==> config.mk <==
export PLATFORM = sky130hd
export DESIGN_NAME = ibex_rf_wb_arbiter_flat
export DESIGN_NICKNAME = d
export VERILOG_FILES = /design/src/rtl/ibex_rf_wb_arbiter_if.sv /design/src/rtl/ibex_rf_wb_arbiter.sv /design/src/flat_wrapper.sv
export SDC_FILE = /design/constraint.sdc
export NUM_CORES = 1
export LEC_CHECK = 0
export BUFFER_PORTS_ARGS = -buffer_cell sky130_fd_sc_hd__buf_2
export CAP_MARGIN = 20
export CORE_ASPECT_RATIO = 0.6
export CORE_MARGIN = 3
export CORE_UTILIZATION = 34
export DETAILED_ROUTE_END_ITERATION = 10
export GPL_TIMING_DRIVEN = 0
export PLACE_DENSITY = 0.55
export SLEW_MARGIN = 5
export SYNTH_ARGS = -nofsm -noshare
export SYNTH_HDL_FRONTEND = slang
export SYNTH_SLANG_ARGS = --single-unit
==> constraint.sdc <==
create_clock -name clk_i -period 5.2 [get_ports clk_i]
set_input_delay 0.26 -clock clk_i [delete_from_list [all_inputs] [get_ports clk_i]]
set_output_delay 0.26 -clock clk_i [all_outputs]
set_load 0.005 [all_outputs]
==> src/rtl/ibex_rf_wb_arbiter_if.sv <==
// Bus bundle for the write-back arbiter: EX and LSU result inputs, the
// registered register-file write port, and the ID-stage hazard query.
interface ibex_rf_wb_arbiter_if #(
  parameter int DataWidth = 32
);
  logic                 ex_we_i;
  logic [4:0]           ex_waddr_i;
  logic [DataWidth-1:0] ex_wdata_i;
  logic                 lsu_valid_i;
  logic [4:0]           lsu_waddr_i;
  logic [DataWidth-1:0] lsu_wdata_i;
  logic                 lsu_ready_o;
  logic                 rf_we_o;
  logic [4:0]           rf_waddr_o;
  logic [DataWidth-1:0] rf_wdata_o;
  logic [4:0]           raddr_a_i;
  logic [4:0]           raddr_b_i;
  logic                 hazard_a_o;
  logic                 hazard_b_o;

  modport slave (
    input  ex_we_i, ex_waddr_i, ex_wdata_i,
    input  lsu_valid_i, lsu_waddr_i, lsu_wdata_i,
    output lsu_ready_o,
    output rf_we_o, rf_waddr_o, rf_wdata_o,
    input  raddr_a_i, raddr_b_i,
    output hazard_a_o, hazard_b_o
  );

  modport master (
    output ex_we_i, ex_waddr_i, ex_wdata_i,
    output lsu_valid_i, lsu_waddr_i, lsu_wdata_i,
    input  lsu_ready_o,
    input  rf_we_o, rf_waddr_o, rf_wdata_o,
    output raddr_a_i, raddr_b_i,
    input  hazard_a_o, hazard_b_o
  );
endinterface

==> src/rtl/ibex_rf_wb_arbiter.sv <==
// Register-file write-back arbiter: EX writes win, LSU loads are buffered in
// an in-order FIFO and drained into EX-idle cycles; reports RAW hazards to ID.
module ibex_rf_wb_arbiter #(
  parameter int DataWidth = 32,
  parameter bit RV32E     = 1'b0,
  parameter int FifoDepth = 2
) (
  input logic                    clk_i,
  input logic                    rst_ni,
  ibex_rf_wb_arbiter_if.slave    bus
);
  localparam int PW = $clog2(FifoDepth);

  // LSU handshake: a load transfers on any cycle where lsu_valid_i and
  // lsu_ready_o are both high; ready depends only on FIFO state.
  logic [PW:0]          r_wr_ptr, r_rd_ptr;
  logic [4:0]           r_addr [FifoDepth];
  logic [DataWidth-1:0] r_data [FifoDepth];
  logic [FifoDepth-1:0] r_live;
  logic                 r_we;
  logic [4:0]           r_waddr;
  logic [DataWidth-1:0] r_wdata;

  logic          w_empty, w_full, w_ex_drop, w_lsu_drop, w_ex_we, w_enq, w_pop;
  logic          w_enq_live, w_hit_a, w_hit_b;
  logic [PW-1:0] w_wr_idx, w_rd_idx;

  assign w_wr_idx   = r_wr_ptr[PW-1:0];
  assign w_rd_idx   = r_rd_ptr[PW-1:0];
  assign w_empty    = (r_wr_ptr == r_rd_ptr);
  assign w_full     = (r_wr_ptr[PW] != r_rd_ptr[PW]) && (w_wr_idx == w_rd_idx);
  assign w_ex_drop  = (bus.ex_waddr_i == 5'd0) || (RV32E && bus.ex_waddr_i[4]);
  assign w_lsu_drop = (bus.lsu_waddr_i == 5'd0) || (RV32E && bus.lsu_waddr_i[4]);
  assign w_ex_we    = bus.ex_we_i && !w_ex_drop;
  assign w_enq      = bus.lsu_valid_i && !w_full && !w_lsu_drop;
  assign w_pop      = !w_ex_we && !w_empty;
  // A load arriving alongside an EX write to the same register is the older result.
  assign w_enq_live = !(w_ex_we && (bus.ex_waddr_i == bus.lsu_waddr_i));

  assign bus.lsu_ready_o = !w_full;
  assign bus.rf_we_o     = r_we;
  assign bus.rf_waddr_o  = r_waddr;
  assign bus.rf_wdata_o  = r_wdata;

  always_ff @(posedge clk_i or negedge rst_ni) begin
    if (!rst_ni) begin
      r_wr_ptr <= '0;
      r_rd_ptr <= '0;
      r_live   <= '0;
      r_we     <= 1'b0;
      r_waddr  <= '0;
      r_wdata  <= '0;
      for (int i = 0; i < FifoDepth; i++) begin
        r_addr[i] <= '0;
        r_data[i] <= '0;
      end
    end else begin
      // Buffered loads are older than an accepted EX write to the same register.
      for (int i = 0; i < FifoDepth; i++) begin
        if (w_ex_we && r_live[i] && (r_addr[i] == bus.ex_waddr_i)) r_live[i] <= 1'b0;
      end
      if (w_ex_we) begin
        r_we    <= 1'b1;
        r_waddr <= bus.ex_waddr_i;
        r_wdata <= bus.ex_wdata_i;
      end else if (w_pop) begin
        r_we             <= r_live[w_rd_idx];
        r_waddr          <= r_addr[w_rd_idx];
        r_wdata          <= r_data[w_rd_idx];
        r_live[w_rd_idx] <= 1'b0;
        r_rd_ptr         <= r_rd_ptr + 1'b1;
      end else begin
        r_we <= 1'b0;
      end
      if (w_enq) begin
        r_addr[w_wr_idx] <= bus.lsu_waddr_i;
        r_data[w_wr_idx] <= bus.lsu_wdata_i;
        r_live[w_wr_idx] <= w_enq_live;
        r_wr_ptr         <= r_wr_ptr + 1'b1;
      end
    end
  end

  always_comb begin
    w_hit_a = 1'b0;
    w_hit_b = 1'b0;
    for (int i = 0; i < FifoDepth; i++) begin
      if (r_live[i] && (r_addr[i] == bus.raddr_a_i)) w_hit_a = 1'b1;
      if (r_live[i] && (r_addr[i] == bus.raddr_b_i)) w_hit_b = 1'b1;
    end
    if (r_we && (r_waddr == bus.raddr_a_i)) w_hit_a = 1'b1;
    if (r_we && (r_waddr == bus.raddr_b_i)) w_hit_b = 1'b1;
    if (w_ex_we && (bus.ex_waddr_i == bus.raddr_a_i)) w_hit_a = 1'b1;
    if (w_ex_we && (bus.ex_waddr_i == bus.raddr_b_i)) w_hit_b = 1'b1;
  end

  assign bus.hazard_a_o = w_hit_a && (bus.raddr_a_i != 5'd0);
  assign bus.hazard_b_o = w_hit_b && (bus.raddr_b_i != 5'd0);
endmodule

==> src/flat_wrapper.sv <==
// flat-port wrapper written by rule: the top's interface ports become plain ports
module ibex_rf_wb_arbiter_flat 
#(
  parameter int DataWidth = 32,
  parameter bit RV32E     = 1'b0,
  parameter int FifoDepth = 2
)
  (clk_i, rst_ni, bus_ex_we_i, bus_ex_waddr_i, bus_ex_wdata_i, bus_lsu_valid_i, bus_lsu_waddr_i, bus_lsu_wdata_i, bus_lsu_ready_o, bus_rf_we_o, bus_rf_waddr_o, bus_rf_wdata_o, bus_raddr_a_i, bus_raddr_b_i, bus_hazard_a_o, bus_hazard_b_o);
  ibex_rf_wb_arbiter_if #(.DataWidth(DataWidth)) bus_i ();
  input logic clk_i;
  input logic rst_ni;
  input wire logic [$bits(bus_i.ex_we_i)-1:0] bus_ex_we_i;
  input wire logic [$bits(bus_i.ex_waddr_i)-1:0] bus_ex_waddr_i;
  input wire logic [$bits(bus_i.ex_wdata_i)-1:0] bus_ex_wdata_i;
  input wire logic [$bits(bus_i.lsu_valid_i)-1:0] bus_lsu_valid_i;
  input wire logic [$bits(bus_i.lsu_waddr_i)-1:0] bus_lsu_waddr_i;
  input wire logic [$bits(bus_i.lsu_wdata_i)-1:0] bus_lsu_wdata_i;
  output wire logic [$bits(bus_i.lsu_ready_o)-1:0] bus_lsu_ready_o;
  output wire logic [$bits(bus_i.rf_we_o)-1:0] bus_rf_we_o;
  output wire logic [$bits(bus_i.rf_waddr_o)-1:0] bus_rf_waddr_o;
  output wire logic [$bits(bus_i.rf_wdata_o)-1:0] bus_rf_wdata_o;
  input wire logic [$bits(bus_i.raddr_a_i)-1:0] bus_raddr_a_i;
  input wire logic [$bits(bus_i.raddr_b_i)-1:0] bus_raddr_b_i;
  output wire logic [$bits(bus_i.hazard_a_o)-1:0] bus_hazard_a_o;
  output wire logic [$bits(bus_i.hazard_b_o)-1:0] bus_hazard_b_o;
  assign bus_i.ex_we_i = bus_ex_we_i;
  assign bus_i.ex_waddr_i = bus_ex_waddr_i;
  assign bus_i.ex_wdata_i = bus_ex_wdata_i;
  assign bus_i.lsu_valid_i = bus_lsu_valid_i;
  assign bus_i.lsu_waddr_i = bus_lsu_waddr_i;
  assign bus_i.lsu_wdata_i = bus_lsu_wdata_i;
  assign bus_lsu_ready_o = bus_i.lsu_ready_o;
  assign bus_rf_we_o = bus_i.rf_we_o;
  assign bus_rf_waddr_o = bus_i.rf_waddr_o;
  assign bus_rf_wdata_o = bus_i.rf_wdata_o;
  assign bus_i.raddr_a_i = bus_raddr_a_i;
  assign bus_i.raddr_b_i = bus_raddr_b_i;
  assign bus_hazard_a_o = bus_i.hazard_a_o;
  assign bus_hazard_b_o = bus_i.hazard_b_o;
  ibex_rf_wb_arbiter #(.DataWidth(DataWidth), .RV32E(RV32E), .FifoDepth(FifoDepth)) u_core (.clk_i(clk_i), .rst_ni(rst_ni), .bus(bus_i));
endmodule
; ---- Word-level counts from Yosys, hierarchy flattened
; Cells that the tools add are included.
[totals]
reg_bits = 118
word_cells = 111
[classes]
n_addsub = 2
order_cmp = 7
eq_ne = 14
mux = 38
bitwise = 5
n_reduce_logical = 35
[op_table]
columns = cell, count
row1 = 2-to-1 mux 32 bit, 6
row2 = bitwise mux 64 bit, 1
row3 = == test 5 bit, 11
row4 = demux 32 bit (select 1 bit), 1
row5 = 2-to-1 mux 5 bit, 6
row6 = logical AND 1 bit, 23
row7 = 2-to-1 mux 1 bit, 16
row8 = bitwise mux 10 bit, 1
row9 = zero test 5 bit, 2
row10 = nonzero test 5 bit, 2
row11 = zero test 1 bit, 6
row12 = 2-to-1 mux 2 bit, 3
row13 = demux 5 bit (select 1 bit), 1
row14 = "adder 2 x 1 -> 2 bit, second input constant", 2
row15 = ">= comparator 2 bit, second input constant", 2
row16 = "< comparator 1 x 2 -> 1 bit, second input constant", 2
row17 = inverter 1 -> 2 bit, 2
row18 = AND 2 bit, 1
row19 = bitwise mux 2 bit, 1
row20 = demux 1 bit (select 1 bit), 2
row21 = == test 2 bit, 1
row22 = ">= comparator 1 bit, second input constant", 2
row23 = "< comparator 2 x 1 -> 1 bit, second input constant", 1
row24 = inverter 2 bit, 1
row25 = other kinds (5), 5

; ---- Logic depth before layout (Yosys ltp)
; Gate-level depths: netlist (run 1).
[logic_depth]
depth_word = 11
ltp_mapped = 8
mapped_depth_nobuf = 5

; ---- Least setup slack after synthesis (run 1)
; Ideal clock, no wire load.
[synth_path]
path_type = input -> output
from = input bus_ex_waddr_i[2]
to = output bus_hazard_a_o
arrival_time_ns = 1.618
setup_slack_ns = 3.322
cell_stages = 7
path_buffers = 3
path_cell_list = buf_4 or4_4 o21a_1 buf_6 buf_6 a41oi_1 a21oi_1
[synth_via]
elab_chain_len = 6
word_cells_on_any_way = 7
cone_classes = eq/ne: 1 / mux: 1 / reduce/logical: 5
[synth_lines]
columns = element, line_no
row1 = from (decl), flat_wrapper.sv:13  ; input wire logic [$bits(bus_i.ex_waddr_i)-1:0] bus_ex_waddr_i;
row2 = zero test 5 bit, ibex_rf_wb_arbiter.sv:32  ; assign w_ex_drop = (bus.ex_waddr_i == 5'd0) || (RV32E && bus.ex_waddr_i[4]);
row3 = zero test 1 bit, ibex_rf_wb_arbiter.sv:34  ; assign w_ex_we = bus.ex_we_i && !w_ex_drop;
row4 = logical AND 1 bit, ibex_rf_wb_arbiter.sv:34
row5 = logical AND 1 bit (*), ibex_rf_wb_arbiter.sv:93  ; if (w_ex_we && (bus.ex_waddr_i == bus.raddr_a_i)) w_hit_a = 1'b1;
row6 = 2-to-1 mux 1 bit (*), ibex_rf_wb_arbiter.sv:93
row7 = logical AND 1 bit (*), ibex_rf_wb_arbiter.sv:97  ; assign bus.hazard_a_o = w_hit_a && (bus.raddr_a_i != 5'd0);
row8 = to (decl), flat_wrapper.sv:24  ; output wire logic [$bits(bus_i.hazard_a_o)-1:0] bus_hazard_a_o;
; Mark *: on every way between the ends. The rest lies on a longest branch, timed or not.

; ---- Final worst setup path (run 1)
[layout_path]
from = input bus_ex_waddr_i[4]
to = output bus_hazard_b_o
[layout_via]
elab_chain_len = 6
word_cells_on_any_way = 7
cone_classes = eq/ne: 1 / mux: 1 / reduce/logical: 5
[layout_lines]
columns = element, line_no
row1 = zero test 5 bit, ibex_rf_wb_arbiter.sv:32
row2 = zero test 1 bit, ibex_rf_wb_arbiter.sv:34
row3 = logical AND 1 bit, ibex_rf_wb_arbiter.sv:34
row4 = logical AND 1 bit (*), ibex_rf_wb_arbiter.sv:94  ; if (w_ex_we && (bus.ex_waddr_i == bus.raddr_b_i)) w_hit_b = 1'b1;
row5 = 2-to-1 mux 1 bit (*), ibex_rf_wb_arbiter.sv:94
row6 = logical AND 1 bit (*), ibex_rf_wb_arbiter.sv:98  ; assign bus.hazard_b_o = w_hit_b && (bus.raddr_b_i != 5'd0);
row7 = to (decl), flat_wrapper.sv:25  ; output wire logic [$bits(bus_i.hazard_b_o)-1:0] bus_hazard_b_o;
; Marks and branches as above.

==> results of run 1 <==
## cells by family after synthesis
kind of cell	count (synthesis)
compound gates	85
xor+xnor	60
buf+inv	49
flops	118
mux	77
simple gates	114
## registers in the layout (all words and copies together), names as in the netlist
signal	cells
u_core.bus.rf_waddr_o	5
u_core.bus.rf_wdata_o	32
u_core.bus.rf_we_o	1
u_core.r_addr	10
u_core.r_data	64
u_core.r_live	2
u_core.r_rd_ptr	2
u_core.r_wr_ptr	2
## metal layers
metal / part of all wire, % / track usage, %
met5: 0.080 / 0
met4: 0.88 / 4.14
met3: 8.0 / 5.74
met2: 40 / 25.9
met1: 51 / 27.9
## area by class of cell
cell class / instances / area, sq um
multi-input combinational: 336 / 2770
clock inverter: 13 / 180
buffer: 49 / 307
timing repair buffer: 115 / 609
clock buffer: 19 / 443
fill: 1632 / 9710
tap: 234 / 293
sequential: 118 / 2950
antenna: 2 / 5.00
## cells in the final DEF, fill, tap and decap left out, drive strengths merged, types with 2 or more instances in the layout
cell / Yosys / layout
buf: 28 / 142
dfrtp: 118 / 118
mux2: 74 / 74
nand2: 42 / 42
clkbuf: 21 / 40
a21oi: 35 / 35
xnor2: 34 / 34
nand3b: 33 / 33
a221o: 33 / 33
xor2: 26 / 26
o21ai: 7 / 7
nand4: 6 / 6
nor2: 6 / 6
clkinv: 0 / 6
nand3: 5 / 5
and3: 5 / 5
nor3: 5 / 5
a211oi: 4 / 4
bufinv: 0 / 4
nor4: 3 / 3
mux2i: 3 / 3
clkinvlp: 0 / 3
or4: 3 / 3
diode: 0 / 2
o22ai: 2 / 2
a41oi: 2 / 2
nand2b: 2 / 2
nor2b: 2 / 2
## metrics by stage
step	cell area (sq um)	utilization (%)	hold slack, ps	power, mW	worst slack, ps
after floorplan	6030	-	-35.6	3.23	3320
after global placement	6890	39.9	468	3.89	2390
after detailed placement	6920	40.1	237	3.96	2990
after CTS	7550	43.8	68.9	5.21	2980
after global routing	7560	43.8	63.5	5.54	2800
final	7560	43.8	82.6	5.20	2980
## final timing paths
path	from	to	slack (ps)	cells past startpoint
setup / recovery	bus_ex_waddr_i[4]	bus_hazard_b_o	2980	8
hold / removal	bus_ex_wdata_i[12]	u_core.bus.rf_wdata_o[12]	80	2
setup reg to reg	u_core.r_rd_ptr[1]	u_core.bus.rf_wdata_o[15]	3060	7
hold reg to reg	u_core.r_rd_ptr[1]	u_core.r_rd_ptr[1]	490	1
max in group asynchronous	rst_ni	u_core.r_data[5]	4110	3
min in group asynchronous	rst_ni	u_core.r_addr[1]	350	2
## power by group through the flow
stage	clock, mW	sequential [mW]	combinational, mW
floorplan	0	1.67	1.56
global placement	0	1.75	2.15
detailed placement	0	1.76	2.20
CTS	1.26	1.75	2.21
global route	1.31	1.82	2.41
finish	1.24	1.76	2.20
## repair_timing
item	in CTS	in global routing
hold endpoints to repair	46	0
hold buffers	1	0
resized for setup	0	0
==> metrics, run 1 <==
cell with the biggest individual delay on the critical path sky130_fd_sc_hd__or4_4; Switch Pwr roughly 1.9 mW; Final period util 42.8%; relative slew slack 56.2%; Buf+Inv Stages, Crit Path 4; area fraction in and, or, nand and nor cells after synthesis 10.8%; most frequent cell after synthesis sky130_fd_sc_hd__dfrtp_1; startpoint type of the worst setup path input port; fraction of the mapped netlist area in adder cells 0%; DRT antenna net count 0; wire length of the first global-routing pass 26900 um; post-detailed-routing wire length 17600 um; Synth-to-Final Area Change 25.4%; largest net degree at the start of global routing 73; count of yosys warnings during synthesis 0; final global-route overflow total 0; Total Nets Final approximately 730; total CTS buffers 17; gate count after technology mapping 503; CP delay by family, top buffers and inverters; mean area per synthesized cell about 12 sq um; netlist area before placement between 6000 and 7000 sq um; source-to-sink clock delay at the later pin of the worst-skew pair 410 ps; RSZ-0062 raised after global routing no; 1st-pass router iterations 4; sequential cell area fraction in the yosys report 49.0%; most frequent cell on the critical path sky130_fd_sc_hd__buf_6; endpoint required time on the critical path just under 5000 ps; setup TNS 0 ps; slew at the pin with the worst max-slew slack ~660 ps; design internal power 3.34 mW; share of the synthesized area in the top cell type 49.0%; endpoint kind of the worst setup timing path output port; number of non-filler instances in the completed layout 886; top-level I/O count 129; Top FF cell, synth sky130_fd_sc_hd__dfrtp_1; PwrDens 688 nW/um^2; most used standard cells in the synthesized netlist sky130_fd_sc_hd__dfrtp_1, sky130_fd_sc_hd__mux2_2, sky130_fd_sc_hd__nand2_1; library cell with the largest summed area after synthesis sky130_fd_sc_hd__dfrtp_1; Clock Skew 9.13 ps; maximum level of the CTS H-tree 4; LEAKAGE 3.28 nW; largest cells by area after synthesis sky130_fd_sc_hd__dfrtp_1, sky130_fd_sc_hd__mux2_2, sky130_fd_sc_hd__mux2_4; Setup Crit Path Kind in2out; Clk pwr share 23.8%; average wire per cell in the routed design 19.8 um; maximum buffer depth of the clock tree 2; Post-synth ARST share 100%; combinational group share of total power 42.3%; post-synthesis register bit count 118; initial cell density of the core 34.9%; Worst-path clk slew 60 ps; max-slew violations 0; Die Y roughly 110 um; sequential cell fraction of total power between 30% and 40%; horizontal die dimension 178 um; final worst path period need 2220 ps; mean number of vias per cell a little over 5; post-CTS setup-driven buffer insertion count 0; dominant combinational cell family by area after synthesis multiplexers; number of port buffers 113; routability-driven placement congestion ratio 0.805; initial antenna violation count 3; count of vias placed by the detailed router 4558; Die ar. 19400 sq um; Worst path max stage delay ~520 ps; Final Hold Vio Count 0; maximum vdd ir drop about 0.27 mV; vias in the first global route 4616; maximum fanout along the worst path 10; number of max-capacitance violations reported 0; ordered cell list for the critical path clkbuf_1, or4_4, o21a_1, buf_6, buf_6, a41oi_1, a21oi_1, buf_2; CTS tree yes; top achievable clock speed 450 MHz; Tightest Hold Check Type in2reg; clock root buffer sky130_fd_sc_hd__clkbuf_16; total number of clock tree sinks 118; switching part of the total 35.9%; number of setup violations in the final report 0; area share of xor/xnor cells in the synthesized design 8.72%; data arrival time of the worst path 1960 ps; placed wire-length estimate after detailed placement 12600 um; Iteration-0 DRC Markers 313; mux contribution to synthesized area ~16%; core outline area 17300 sq um; number of enable flip-flop cells after synthesis 0; total instance count after detailed placement 851; compound-cell area share of the yosys netlist a little over a tenth; GRT Overall Usage 18.6%; number of library cell types mapped by synthesis 36; Remaining DRCs 0; placement row count 37; run status completed; net count after synthesis 591; fraction of final layout cells sized beyond drive strength 1 between 30% and 40%
(Power assumes the default switching activity.)
==> run 2: changes to the inputs <==
==> constraint.sdc (replaced) <==
create_clock -name clk_i -period 2.05 [get_ports clk_i]
set_input_delay 0.1025 -clock clk_i [delete_from_list [all_inputs] [get_ports clk_i]]
set_output_delay 0.1025 -clock clk_i [all_outputs]
set_load 0.005 [all_outputs]
==> metrics, run 2 (same netlist as run 1, synthesis figures left out) <==
post-CTS setup-driven buffer insertion count 0; placed wire-length estimate after detailed placement roughly 13000 um; Filler Cell Count 1580; CTS tree yes; slew at the pin with the worst max-slew slack roughly 670 ps; Multi-input gate area 2800 sq um; final standard cell area without fillers 8260 sq um; initial cell density of the core 34.9%; global-route met1 utilization between 20% and 30%; endpoint required time on the critical path 2340 ps; core outline area 17300 sq um; maximum vdd ir drop 0.696 mV; M3 GR Usage 4.77%; Die Y 109 um; max-slew violations 0; Clock Skew 11.4 ps; fraction of the core area covered by cells at the end of the flow 47.8%; total number of clock tree sinks 118; post-route setup slack 44.4 ps; endpoint kind of the worst setup timing path flip-flop; switching part of the total 35.6%; Clk pwr share a little under a quarter; wire length of the first global-routing pass 27700 um; data arrival time of the worst path 2290 ps; PwrDens 1630 nW/um^2; source-to-sink clock delay at the later pin of the worst-skew pair 410 ps; Final Hold Vio Count 0; combinational group share of total power between 40% and 50%; Tightest Hold Check Type in2reg; Total Nets Final between 700 and 800; maximum fanout along the worst path 10; Setup Crit Path Kind in2reg; Switch Pwr 4.79 mW; number of setup violations in the final report 0; final worst path period need 2010 ps; sequential cell fraction of total power about a third; met2 GRT Util a little over a quarter; setup TNS 0 ps; initial antenna violation count 0; Synth-to-Final Area Change 37.0%; number of port buffers 113; routability-driven placement congestion ratio roughly 0.8; horizontal die dimension 178 um; startpoint type of the worst setup path input port; average wire per cell in the routed design 18.9 um; Worst-path clk slew 50 ps; global routing's busiest layer met1; largest net degree at the start of global routing 73; top-level I/O count roughly 130; highest-count cells in the layout ignoring fill and taps sky130_fd_sc_hd__buf_2, sky130_fd_sc_hd__dfrtp_1, sky130_fd_sc_hd__dlygate4sd3_1; mean number of vias per cell 5.04; post-detailed-routing wire length 17900 um; design internal power between 8 and 9 mW; LEAKAGE about 3.6 nW; post-place setup slack -72.5 ps; fraction of final layout cells sized beyond drive strength 1 approximately 36%; 1st-pass router iterations 5; maximum level of the CTS H-tree 4; number of max-capacitance violations reported 0; Die ar. about 19000 sq um; vias in the first global route 4847; DRT antenna net count 0; Final period util 97.8%; Inserted Diodes 0; top achievable clock speed 499 MHz; total CTS buffers 17; Iteration-0 DRC Markers 330; register area 2960 sq um; post-detailed-placement cell area just under 7000 sq um; GRT Overall Usage 19.0%; placement row count 37; most common library cell in the layout ignoring fill and taps sky130_fd_sc_hd__buf_2; number of flip-flops under the largest register name 64; count of vias placed by the detailed router 4770; relative slew slack 55.4%; clock root buffer sky130_fd_sc_hd__clkbuf_16; run status completed; Remaining DRCs 0; Top reg by flops u_core.r_data; final global-route overflow total 0; maximum buffer depth of the clock tree 2
## run 2: changes by cell type in the layout (fill, tap and decap cells not counted), moves of 2 or more
cell                            before  now
sky130_fd_sc_hd__clkbuf_4            0    3
sky130_fd_sc_hd__dfrtp_1           118  115
sky130_fd_sc_hd__clkbuf_1           22   17
sky130_fd_sc_hd__clkbuf_2            0    2
sky130_fd_sc_hd__dlygate4sd3_1       1   66
sky130_fd_sc_hd__diode_2             2    0
sky130_fd_sc_hd__buf_6              15   13
sky130_fd_sc_hd__dfrtp_2             0    3
## run 2: power groups by stage
stage          combinational, mW  sequential [mW]  clock [mW]
5_1_grt                     6.30             4.68        3.32
6_report                    5.76             4.53        3.14
3_3_place_gp                5.44             4.43           0
2_1_floorplan               3.96             4.24           0
3_5_place_dp                5.58             4.46           0
4_1_cts                     5.74             4.44        3.19
## run 2: repair_timing
action	CTS	global route
gates resized for setup	5	16
endpoints found under the setup margin	42	72
hold buffers	66	0
endpoints found under the hold margin	145	0
## run 2: worst paths after layout
| kind | startpoint | endpoint | slack, ps | cells past startpoint |
|---|---|---|---|---|
| min | bus_lsu_waddr_i[4] | u_core.r_addr[4] | 30 | 2 |
| max in group asynchronous | rst_ni | u_core.r_wr_ptr[0] | 1100 | 3 |
| min in group asynchronous | rst_ni | u_core.r_addr[1] | 200 | 2 |
| min reg2reg | u_core.r_data[23] | u_core.bus.rf_wdata_o[23] | 490 | 1 |
| max | bus_lsu_waddr_i[0] | u_core.r_data[29] | 40 | 8 |
| max reg2reg | u_core.r_rd_ptr[1] | u_core.r_data[29] | 70 | 7 |
## run 2: final cells by class
cell class                      instances  area share, %
Tap cell                              234           3.54
Clock inverter                         13           2.18
Multi-Input combinational cell        336           33.9
Clock buffer                           19           5.36
Timing Repair Buffer                  180           15.3
Sequential cell                       118           35.8
Buffer                                 47           3.92
## run 2: critical path, cell delays in order
cell                            delay, ps
sky130_fd_sc_hd__dlygate4sd3_1        530
sky130_fd_sc_hd__buf_2                150
sky130_fd_sc_hd__or3_1                360
sky130_fd_sc_hd__o311a_4              340
sky130_fd_sc_hd__and2_4               170
sky130_fd_sc_hd__buf_6                150
sky130_fd_sc_hd__buf_6                170
sky130_fd_sc_hd__mux2_4               300
## run 2: per-stage QoR
stage	hold WS [ps]	instances	total power [mW]
3_5_place_dp	79.1	851	10.0
6_report	26.7	947	13.4
2_1_floorplan	-193	503	8.20
5_1_grt	8.89	947	14.3
3_3_place_gp	339	850	9.87
4_1_cts	10.1	949	13.4
## run 2: layer usage
metal  wire, um  up-vias
met5          0        -
met3       1140       15
met1       9250     2393
met2       7430      168
met4        116        0
li1           -     2194
